==> src/rtl/clock_gen_multi_pkg.sv <==
// Shared types, reset defaults and config clamping rules for the multi-channel
// clock/strobe generator.
package clock_gen_multi_pkg;

    typedef enum logic [1:0] {
        ST_IDLE  = 2'd0,
        ST_RUN   = 2'd1,
        ST_DRAIN = 2'd2
    } ch_state_e;

    localparam int unsigned DEF_PERIOD = 10;
    localparam int unsigned DEF_HIGH   = 5;
    localparam int unsigned MIN_PERIOD = 2;

    // A period below two cycles cannot hold both a high and a low phase.
    function automatic int unsigned clamp_period(input int unsigned period);
        return (period < MIN_PERIOD) ? MIN_PERIOD : period;
    endfunction

    // High count is kept in [1, period-1] so the output always toggles.
    function automatic int unsigned clamp_high(input int unsigned high,
                                               input int unsigned period);
        if (high == 0) begin
            return 1;
        end
        if (high >= period) begin
            return period - 1;
        end
        return high;
    endfunction

endpackage

==> src/rtl/clock_gen_multi_if.sv <==
// Run-request, config-write and divided-clock signals of clock_gen_multi.
// The slave side is the generator, the master side drives it.
interface clock_gen_multi_if #(
    parameter int NCH      = 4,
    parameter int PERIOD_W = 16
) ();
    localparam int CH_W = (NCH > 1) ? $clog2(NCH) : 1;

    logic [NCH-1:0]      ENABLE;
    logic                CFG_VALID;
    logic                CFG_READY;
    logic [CH_W-1:0]     CFG_CH;
    logic [PERIOD_W-1:0] CFG_PERIOD;
    logic [PERIOD_W-1:0] CFG_HIGH;
    logic [NCH-1:0]      CLK_OUT;
    logic [NCH-1:0]      TICK;
    logic [NCH-1:0]      BUSY;

    modport master (
        output ENABLE, CFG_VALID, CFG_CH, CFG_PERIOD, CFG_HIGH,
        input  CFG_READY, CLK_OUT, TICK, BUSY
    );

    modport slave (
        input  ENABLE, CFG_VALID, CFG_CH, CFG_PERIOD, CFG_HIGH,
        output CFG_READY, CLK_OUT, TICK, BUSY
    );

endinterface

==> src/rtl/clock_gen_multi_channel.sv <==
// One divider channel: run/drain FSM, phase counter and a shadowed period/high
// pair that is only swapped in on a period boundary.
module clock_gen_multi_channel
    import clock_gen_multi_pkg::*;
#(
    parameter int PERIOD_W   = 16,
    parameter int RST_PERIOD = 10,
    parameter int RST_HIGH   = 5
) (
    input  logic                clk,
    input  logic                rst,
    input  logic                en,
    input  logic                cfg_we,
    input  logic [PERIOD_W-1:0] cfg_period,
    input  logic [PERIOD_W-1:0] cfg_high,
    output logic                clk_out,
    output logic                tick,
    output logic                busy,
    output logic                pending
);

    ch_state_e           state_q, state_d;
    logic [PERIOD_W-1:0] cnt_q, cnt_d;
    logic [PERIOD_W-1:0] period_q, period_d;
    logic [PERIOD_W-1:0] high_q, high_d;
    logic                pending_q, pending_d;
    logic [PERIOD_W-1:0] shadow_period_q, shadow_period_d;
    logic [PERIOD_W-1:0] shadow_high_q, shadow_high_d;

    logic                wrap;
    logic                apply;
    logic [PERIOD_W-1:0] period_new;
    logic [PERIOD_W-1:0] high_new;

    assign wrap       = (cnt_q == (period_q - PERIOD_W'(1)));
    assign period_new = PERIOD_W'(clamp_period(32'(shadow_period_q)));
    assign high_new   = PERIOD_W'(clamp_high(32'(shadow_high_q), 32'(period_new)));

    always_comb begin
        state_d         = state_q;
        cnt_d           = cnt_q;
        period_d        = period_q;
        high_d          = high_q;
        pending_d       = pending_q;
        shadow_period_d = shadow_period_q;
        shadow_high_d   = shadow_high_q;
        apply           = 1'b0;

        unique case (state_q)
            ST_IDLE: begin
                cnt_d = '0;
                apply = pending_q;
                if (en) begin
                    state_d = ST_RUN;
                end
            end
            ST_RUN, ST_DRAIN: begin
                // Disabling only takes effect at the end of a full period, so
                // the last pulse is never truncated.
                if (wrap) begin
                    cnt_d   = '0;
                    apply   = pending_q;
                    state_d = en ? ST_RUN : ST_IDLE;
                end else begin
                    cnt_d   = cnt_q + PERIOD_W'(1);
                    state_d = en ? ST_RUN : ST_DRAIN;
                end
            end
            default: begin
                state_d = ST_IDLE;
                cnt_d   = '0;
            end
        endcase

        if (apply) begin
            period_d  = period_new;
            high_d    = high_new;
            pending_d = 1'b0;
        end

        // Writes are only accepted while nothing is pending, so they can never
        // collide with an apply in the same cycle.
        if (cfg_we) begin
            pending_d       = 1'b1;
            shadow_period_d = cfg_period;
            shadow_high_d   = cfg_high;
        end
    end

    always_ff @(posedge clk) begin
        if (rst) begin
            state_q   <= ST_IDLE;
            cnt_q     <= '0;
            period_q  <= PERIOD_W'(RST_PERIOD);
            high_q    <= PERIOD_W'(RST_HIGH);
            pending_q <= 1'b0;
        end else begin
            state_q   <= state_d;
            cnt_q     <= cnt_d;
            period_q  <= period_d;
            high_q    <= high_d;
            pending_q <= pending_d;
        end
    end

    // Shadow contents are only consumed while pending is set.
    always_ff @(posedge clk) begin
        shadow_period_q <= shadow_period_d;
        shadow_high_q   <= shadow_high_d;
    end

    assign busy    = (state_q != ST_IDLE);
    assign clk_out = busy && (cnt_q < high_q);
    assign tick    = busy && (cnt_q == '0);
    assign pending = pending_q;

endmodule

==> src/rtl/clock_gen_multi.sv <==
// N-channel programmable clock/strobe generator: per-channel dividers with a
// shared config write port steered by CFG_CH.
module clock_gen_multi #(
    parameter int NCH        = 4,
    parameter int PERIOD_W   = 16,
    parameter int DEF_PERIOD = int'(clock_gen_multi_pkg::DEF_PERIOD),
    parameter int DEF_HIGH   = int'(clock_gen_multi_pkg::DEF_HIGH)
) (
    input  logic           CLOCK,
    input  logic           RESET,
    clock_gen_multi_if.slave bus
);

    localparam int CH_W    = (NCH > 1) ? $clog2(NCH) : 1;
    localparam int CH_SPAN = 1 << CH_W;

    logic [NCH-1:0]     pending;
    logic [NCH-1:0]     cfg_we;
    logic [NCH-1:0]     clk_out;
    logic [NCH-1:0]     tick;
    logic [NCH-1:0]     busy;
    logic [CH_SPAN-1:0] pending_ext;
    logic               cfg_ready;

    // Channel numbers beyond NCH read as ready and address nothing.
    always_comb begin
        pending_ext          = '0;
        pending_ext[NCH-1:0] = pending;
    end

    assign cfg_ready = ~pending_ext[bus.CFG_CH];

    always_comb begin
        cfg_we = '0;
        for (int i = 0; i < NCH; i++) begin
            if (bus.CFG_VALID && cfg_ready && (bus.CFG_CH == CH_W'(i))) begin
                cfg_we[i] = 1'b1;
            end
        end
    end

    for (genvar g = 0; g < NCH; g++) begin : g_ch
        clock_gen_multi_channel #(
            .PERIOD_W  (PERIOD_W),
            .RST_PERIOD(DEF_PERIOD),
            .RST_HIGH  (DEF_HIGH)
        ) u_ch (
            .clk       (CLOCK),
            .rst       (RESET),
            .en        (bus.ENABLE[g]),
            .cfg_we    (cfg_we[g]),
            .cfg_period(bus.CFG_PERIOD),
            .cfg_high  (bus.CFG_HIGH),
            .clk_out   (clk_out[g]),
            .tick      (tick[g]),
            .busy      (busy[g]),
            .pending   (pending[g])
        );
    end

    assign bus.CFG_READY = cfg_ready;
    assign bus.CLK_OUT   = clk_out;
    assign bus.TICK      = tick;
    assign bus.BUSY      = busy;

endmodule

==> src/flat_wrapper.sv <==
// flat-port wrapper written by rule: the top's interface ports become plain ports
module clock_gen_multi_flat 
#(
    parameter int NCH        = 4,
    parameter int PERIOD_W   = 16,
    parameter int DEF_PERIOD = int'(clock_gen_multi_pkg::DEF_PERIOD),
    parameter int DEF_HIGH   = int'(clock_gen_multi_pkg::DEF_HIGH)
)
  (CLOCK, RESET, bus_ENABLE, bus_CFG_VALID, bus_CFG_CH, bus_CFG_PERIOD, bus_CFG_HIGH, bus_CFG_READY, bus_CLK_OUT, bus_TICK, bus_BUSY);
  clock_gen_multi_if #(.NCH(NCH), .PERIOD_W(PERIOD_W)) bus_i ();
  input  logic CLOCK;
  input  logic RESET;
  input wire logic [$bits(bus_i.ENABLE)-1:0] bus_ENABLE;
  input wire logic [$bits(bus_i.CFG_VALID)-1:0] bus_CFG_VALID;
  input wire logic [$bits(bus_i.CFG_CH)-1:0] bus_CFG_CH;
  input wire logic [$bits(bus_i.CFG_PERIOD)-1:0] bus_CFG_PERIOD;
  input wire logic [$bits(bus_i.CFG_HIGH)-1:0] bus_CFG_HIGH;
  output wire logic [$bits(bus_i.CFG_READY)-1:0] bus_CFG_READY;
  output wire logic [$bits(bus_i.CLK_OUT)-1:0] bus_CLK_OUT;
  output wire logic [$bits(bus_i.TICK)-1:0] bus_TICK;
  output wire logic [$bits(bus_i.BUSY)-1:0] bus_BUSY;
  assign bus_i.ENABLE = bus_ENABLE;
  assign bus_i.CFG_VALID = bus_CFG_VALID;
  assign bus_i.CFG_CH = bus_CFG_CH;
  assign bus_i.CFG_PERIOD = bus_CFG_PERIOD;
  assign bus_i.CFG_HIGH = bus_CFG_HIGH;
  assign bus_CFG_READY = bus_i.CFG_READY;
  assign bus_CLK_OUT = bus_i.CLK_OUT;
  assign bus_TICK = bus_i.TICK;
  assign bus_BUSY = bus_i.BUSY;
  clock_gen_multi #(.NCH(NCH), .PERIOD_W(PERIOD_W), .DEF_PERIOD(DEF_PERIOD), .DEF_HIGH(DEF_HIGH)) u_core (.CLOCK(CLOCK), .RESET(RESET), .bus(bus_i));
endmodule
==> config.mk <==
export PLATFORM = sky130hd
export DESIGN_NAME = clock_gen_multi_flat
export DESIGN_NICKNAME = d
export VERILOG_FILES = /design/src/rtl/clock_gen_multi_pkg.sv /design/src/rtl/clock_gen_multi_if.sv /design/src/rtl/clock_gen_multi_channel.sv /design/src/rtl/clock_gen_multi.sv /design/src/flat_wrapper.sv
export SDC_FILE = /design/constraint.sdc
export NUM_CORES = 1
export LEC_CHECK = 0
export CAP_MARGIN = 0
export CORE_ASPECT_RATIO = 1.1
export CORE_MARGIN = 3
export CORE_UTILIZATION = 65
export CTS_CLUSTER_DIAMETER = 200
export CTS_CLUSTER_SIZE = 14
export DETAILED_ROUTE_END_ITERATION = 12
export PLACE_DENSITY = 0.92
export SLEW_MARGIN = 5
export SYNTH_ARGS = -nofsm -noshare
export SYNTH_HDL_FRONTEND = slang
export SYNTH_SLANG_ARGS = --single-unit
==> constraint.sdc <==
create_clock -name CLOCK -period 8.97 [get_ports CLOCK]
set_clock_uncertainty 0.1 [all_clocks]
set_input_delay 1.3455 -clock CLOCK [delete_from_list [all_inputs] [get_ports CLOCK]]
set_output_delay 1.3455 -clock CLOCK [all_outputs]
set_load 0.02 [all_outputs]
* Yosys cells after proc, flatten, opt, wreduce, memory -nomap -nowiden *
Cells that the tools add are included.

word-level totals
  register bits after elaboration = 332
  latch bits = 0
  memory bits (writable) = 0
  memory bits (read-only) = 0
  input port bits = 41
  output and inout port bits = 13
  word-level logic and storage cells = 193
  memories = 0

operators by class
  add/sub/neg operators = 12
  multipliers = 0
  div/mod/pow operators = 0
  $lt $le $gt $ge = 13
  equality and inequality tests = 19
  shift-type cells = 0
  muxes and demuxes = 74
  bitwise gates (word level) = 5
  reductions and logical operators = 42

operator list
  cell                                                                            number
  16-bit 2-to-1 mux                                                               16
  16-bit zero test                                                                8
  16-bit by 1-bit subtractor with 16-bit output (second input constant)           8
  16-bit by 1-bit adder with 16-bit output (second input constant)                4
  16-bit equality test                                                            4
  16-bit >= comparator                                                            4
  16-bit less-than comparator                                                     4
  16-bit by 2-bit less-than comparator with 1-bit output (second input constant)  4
  1-bit 2-to-1 mux                                                                37
  2-bit 2-to-1 mux                                                                12
  2-bit case mux with 2 select lines                                              4
  2-bit nonzero test                                                              8
  1-bit logical AND                                                               13
  2-bit equality test (second input constant)                                     6
  3-bit OR reduction                                                              4
  2-bit by 1-bit equality test with 1-bit output (second input constant)          5
  2-bit zero test                                                                 5
  2-bit inequality test (second input constant)                                   4
  1-bit case mux with 2 select lines                                              4
  2-bit OR reduction                                                              4
  1-bit NOT                                                                       5
  2-bit by 3-bit less-than comparator with 1-bit output (second input constant)   1
  1-bit binary-select mux with 2-bit select                                       1

* Logic depth before layout (Yosys ltp) *
  depth after elaboration = 7
  mapped depth = 17
  depth with buffers taken out = 15

* Cells and area by module *
From an unflattened synthesis, not the netlist that was laid out.

unflattened totals
  cell total of the unflattened synthesis = 2,027
  area, all modules = 19,291.0 µm²

by module, submodules not included
  module                                              times used  cells an instance  area each (µm²)
  clock_gen_multi_channel at u_core.g_ch[0].u_ch ...  2           495                4,734.5
  clock_gen_multi_channel at u_core.g_ch[1].u_ch      1           516                4,926.0
  clock_gen_multi_channel at u_core.g_ch[3].u_ch      1           514                4,832.1
  clock_gen_multi                                     1           7                  63.8

* Least setup slack after synthesis *
OpenSTA, ideal clock, no wires.

  path kind = in2reg
  start = input port bus_CFG_CH[1]
  end = register u_core.g_ch[0].u_ch.shadow_high_q[0] (enable)
  data arrival time = 4.842 ns
  data required time = 8.352 ns
  slack = 3.510 ns
  stages on the path = 1
  buffers on the path = 0
  cells stage by stage = nor4b_1

between the ends
  longest elaborated chain between the ends = 6
  elaborated cells between the ends (all ways) = 7
  those cells by class = mux: 3; bitwise: 1; reduce/logical: 3

RTL lines
  item                                       RTL line                        source
  from (decl)                                flat_wrapper.sv:15              input wire logic [$bits(bus_i.CFG_CH)-1:0] bus_CFG_CH;
  1-bit binary-select mux with 2-bit select  clock_gen_multi.sv:31           assign cfg_ready = ~pending_ext[bus.CFG_CH];
  1-bit 2-to-1 mux (not written as such)     clock_gen_multi.sv:31
  1-bit NOT                                  clock_gen_multi.sv:31
  1-bit logical AND                          clock_gen_multi.sv:36           if (bus.CFG_VALID && cfg_ready && (bus.CFG_CH == CH_W'(i))) begin
  1-bit logical AND (*)                      clock_gen_multi.sv:36
  1-bit 2-to-1 mux (*)                       clock_gen_multi.sv:36
  to (signal assigned)                       clock_gen_multi_channel.sv:109  shadow_high_q <= shadow_high_d;
  to (decl)                                  clock_gen_multi_channel.sv:28   logic [PERIOD_W-1:0] shadow_high_q, shadow_high_d;

Mark *: on every way between the ends. The rest lies on a longest branch, timed or not. The select of a mux whose other input is x is not followed.
A chain may end at the register's enable or synchronous reset.

* Worst setup path in the final report *
  start = register u_core.g_ch[3].u_ch.cnt_q[1]
  end = output port bus_CLK_OUT[3]

between the ends
  longest elaborated chain between the ends = 2

RTL lines
  item                         RTL line                        source
  from (decl)                  clock_gen_multi_channel.sv:23   logic [PERIOD_W-1:0] cnt_q, cnt_d;
  from (signal assigned)       clock_gen_multi_channel.sv:99   cnt_q <= cnt_d;
  16-bit less-than comparator  clock_gen_multi_channel.sv:113  assign clk_out = busy && (cnt_q < high_q);
  1-bit logical AND            clock_gen_multi_channel.sv:113
  to (decl)                    flat_wrapper.sv:19              output wire logic [$bits(bus_i.CLK_OUT)-1:0] bus_CLK_OUT;

Every way passes these cells.

==> flow_summary.yaml <==
status:
  outcome: "complete, no violations"
worst_setup_path:
  end_kind: "output pin"
  startpoint_type: "flop"
  crit_fanout: 5
  crit_arrival_ns: 3.53
  crit_type: "flop to output pin"
  critPathRequiredTime_ns: 7.52
  worst-r2r-cell-count: 15
sta:
  slew_violations: 0
  hold_slack_ns: 0.373
  max_slew_margin_pct: 26.0
  timing.fmax_mhz: 201
  setup_viol: 0
  hold_viol: 0
  rsz0062_at_grt: "no"
  min_period_over_period_pct: 55.5
  worstMarginPinSlew_ns: 1.11
  period_needed_ns: 4.98
  fin_tns_setup_ns: 0
routing:
  drtPass1Iterations: 5
  wl_um: 48100
  antenna_left: 0
  first_iter_violations: 1428
  vias: 15300
  viasPerCell: 6.45
  wire_per_inst_um: 20.3
  drc: 0
synth:
  synth_nets: 2184
  netlist_instances: 1995
  syn_avg_cell_area_um2: 9.59
  synth-edff-count: 128
  ys_seq_area_share_pct: 41.4
  syn_area_mm2: 0.0191
  ys_ff_latch: 332
  postSynth.asyncResetShare_pct: 0
  yosysWarnings: 0
  synth_top_flop_cell: "dfxtp_1"
  yosys.cell_types.count: 78
floorplanning:
  die_w_um: 170
  initial_core_util_pct: 66.3
  die_y_um: 186
  io_pins: 54
  core_area_mm2: 0.0289
  num_rows: 65
  die-area_mm2: 0.0315
placed_design:
  portBuffers: 53
  place.gp.congestion: 0.982
  dp_hpwl_um: 34500
  placed_cell_area_mm2: 0.0198
clock_tree:
  cts_setup_buffers: 0
  cts_buffers: 27
  ctsRootBufferMaster: "clkbuf_16"
  clk_pin_slew_worst_paths_ns: 0.07
  clk_latency_ns: 0.56
  cts-resized-gates: 0
  cts_max_level: 1
  numClockSinks: 332
  cts_buffer_depth: 3
  ctsHoldBuffers: 0
  cts_tree: "built"
layout:
  area_delta_synth_final_pct: 7.48
  final_cell_mix: "226 x nor2_1, 204 x dfxtp_1, 170 x inv_1, 148 x ha_1, 128 x edfxtp_1"
  n_antenna_cell: 0
  drive_gt1_share_pct: 5.43
  final_area_mm2: 0.0206
  fin_nets: 2182
  fin_util_pct: 71.2
  layout_commonest_cell: "nor2_1"
run:
  maxCapViolCount: 0
grt:
  grt_max_degree: 72
  grt_pass1_vias: 14900
  grt_pass1_wl_um: 76600
  grt_use_total_pct: 30.1
  antenna_found_initial: 0
  grt.overflow.total: 0
worst_hold_path:
  hold_depth: 2
  hold_class: "flop to flop"
power:
  netSwitchingFraction_pct: 25.0
  vdd_drop_max_uv: 185
  p_comb_share_pct: 10.0
  switchingPower_mw: 0.767
  power_density_mw_per_mm2: 149
  pwr-share-clk_pct: 36.2
  p_seq_share_pct: 53.8
  p_int_mw: 2.31
  cellLeakagePower_nw: 7.89
power groups by stage:
| stage | combinational, mW | sequential [mW] | clock (mW) |
|---|---|---|---|
| finish | 0.308 | 1.65 | 1.11 |
| global route | 0.336 | 1.66 | 1.17 |
| CTS | 0.305 | 1.65 | 1.12 |
| detailed placement | 0.301 | 1.68 | 0 |
| global placement | 0.287 | 1.68 | 0 |
| floorplan | 0.216 | 1.67 | 0 |
flip-flops by register name (all words and copies together), names as in the netlist:
register                          cells
u_core.g_ch.u_ch.high_q              64
u_core.g_ch.u_ch.shadow_period_q     64
u_core.g_ch.u_ch.period_q            64
u_core.g_ch.u_ch.state_q              8
u_core.g_ch.u_ch.shadow_high_q       64
u_core.g_ch.u_ch.cnt_q               64
u_core.g_ch.u_ch.pending              4
stage by stage:
step | total power, mW | setup slack [ns] | instances
detailed placement | 1.99 | 4.36 | 2332
global placement | 1.97 | 4.41 | 2332
floorplan | 1.88 | 3.51 | 1995
CTS | 3.08 | 4.00 | 2377
finish | 3.07 | 3.99 | 2377
global route | 3.17 | 3.86 | 2377
cell type report:
type	count	area, um2
clock buffers	45	764
inverters	171	642
fillers	1953	8300
flip-flops and latches	332	7930
well taps	368	460
multi-input cells	1396	10200
repair buffers	65	618
layer usage:
| layer | routed length, um | track usage (%) | share of wire, % | vias to the layer above |
|---|---|---|---|---|
| met3 | 3690 | 3.84 | 7.7 | 152 |
| li1 | - | - | - | 7155 |
| met4 | 1890 | 11.6 | 3.9 | 0 |
| met2 | 23400 | 52.5 | 49 | 736 |
| met5 | 0 | 0 | 0 | - |
| met1 | 19200 | 38.3 | 40 | 7284 |
critical path, stage by stage (launching register included):
cell and delay, ns:
dfxtp_1 0.42, ha_1 0.26, a21o_1 0.16, a21o_1 0.16
a21o_1 0.17, a21o_1 0.18, a2111oi_0 0.55, o31ai_1 0.19
a31oi_1 0.24, clkdlybuf4s50_1 0.66
final timing paths:
kind,startpoint,end,slack [ns]
hold / removal,u_core.g_ch[2].u_ch.high_q[3],u_core.g_ch[2].u_ch.high_q[3],0.37
setup reg to reg,u_core.g_ch[3].u_ch.shadow_period_q[6],u_core.g_ch[3].u_ch.high_q[1],4.40
setup / recovery,u_core.g_ch[3].u_ch.cnt_q[1],bus_CLK_OUT[3],3.99
hold reg to reg,u_core.g_ch[2].u_ch.high_q[3],u_core.g_ch[2].u_ch.high_q[3],0.37
kinds of logic (layout without fill, tap and decap cells):
family	after synthesis	count (layout)	synth area share (%)
muxes	96	96	5.14
and+or+nand+nor	679	679	18.2
buffers and inverters	267	281	5.83
AOI/OAI and AO/OA	293	293	11.5
adders and majority gates	148	148	9.68
xor gates and xnor gates	180	180	8.24
DFF	332	332	41.4
Yosys cell counts (4+ instances only):
| cell type | number | area, um2 |
|---|---|---|
| nor2_1 | 226 | 848 |
| dfxtp_1 | 204 | 4080 |
| inv_1 | 170 | 638 |
| ha_1 | 148 | 1850 |
| edfxtp_1 | 128 | 3840 |
| xnor2_1 | 124 | 1090 |
| mux2i_1 | 87 | 871 |
| nor3_1 | 83 | 415 |
| nand2_1 | 70 | 263 |
| nand3_1 | 68 | 340 |
| nor4_1 | 62 | 388 |
| a21oi_1 | 56 | 280 |
| xor2_1 | 56 | 490 |
| clkbuf_1 | 51 | 191 |
| o21ai_0 | 39 | 195 |
| nand2b_1 | 29 | 181 |
| nand4_1 | 27 | 169 |
| a21o_1 | 25 | 188 |
| o31ai_1 | 21 | 158 |
| o32ai_1 | 20 | 175 |
| buf_2 | 18 | 90.1 |
| a31oi_1 | 17 | 106 |
| buf_4 | 16 | 120 |
| and3_1 | 15 | 93.8 |
| or3_1 | 15 | 93.8 |
| a211oi_1 | 14 | 105 |
| a31o_2 | 14 | 123 |
| a2111oi_2 | 13 | 195 |
| o21a_1 | 12 | 90.1 |
| and4_1 | 11 | 96.3 |
| nor4b_1 | 10 | 87.6 |
| or4_1 | 10 | 75.1 |
| a31o_1 | 9 | 78.8 |
| mux2_2 | 8 | 90.1 |
| nor2b_1 | 8 | 50.1 |
| nor3b_1 | 8 | 60.1 |
| o2111ai_1 | 8 | 70.1 |
| o211ai_1 | 8 | 60.1 |
| or2_2 | 8 | 50.1 |
| a211o_1 | 6 | 52.6 |
| buf_1 | 6 | 22.5 |
| and2_1 | 5 | 31.3 |
| buf_6 | 4 | 45.0 |
| nand3b_1 | 4 | 30.0 |
| nor4_2 | 4 | 50.1 |
No activity file was read; power rests on OpenSTA's default activity.
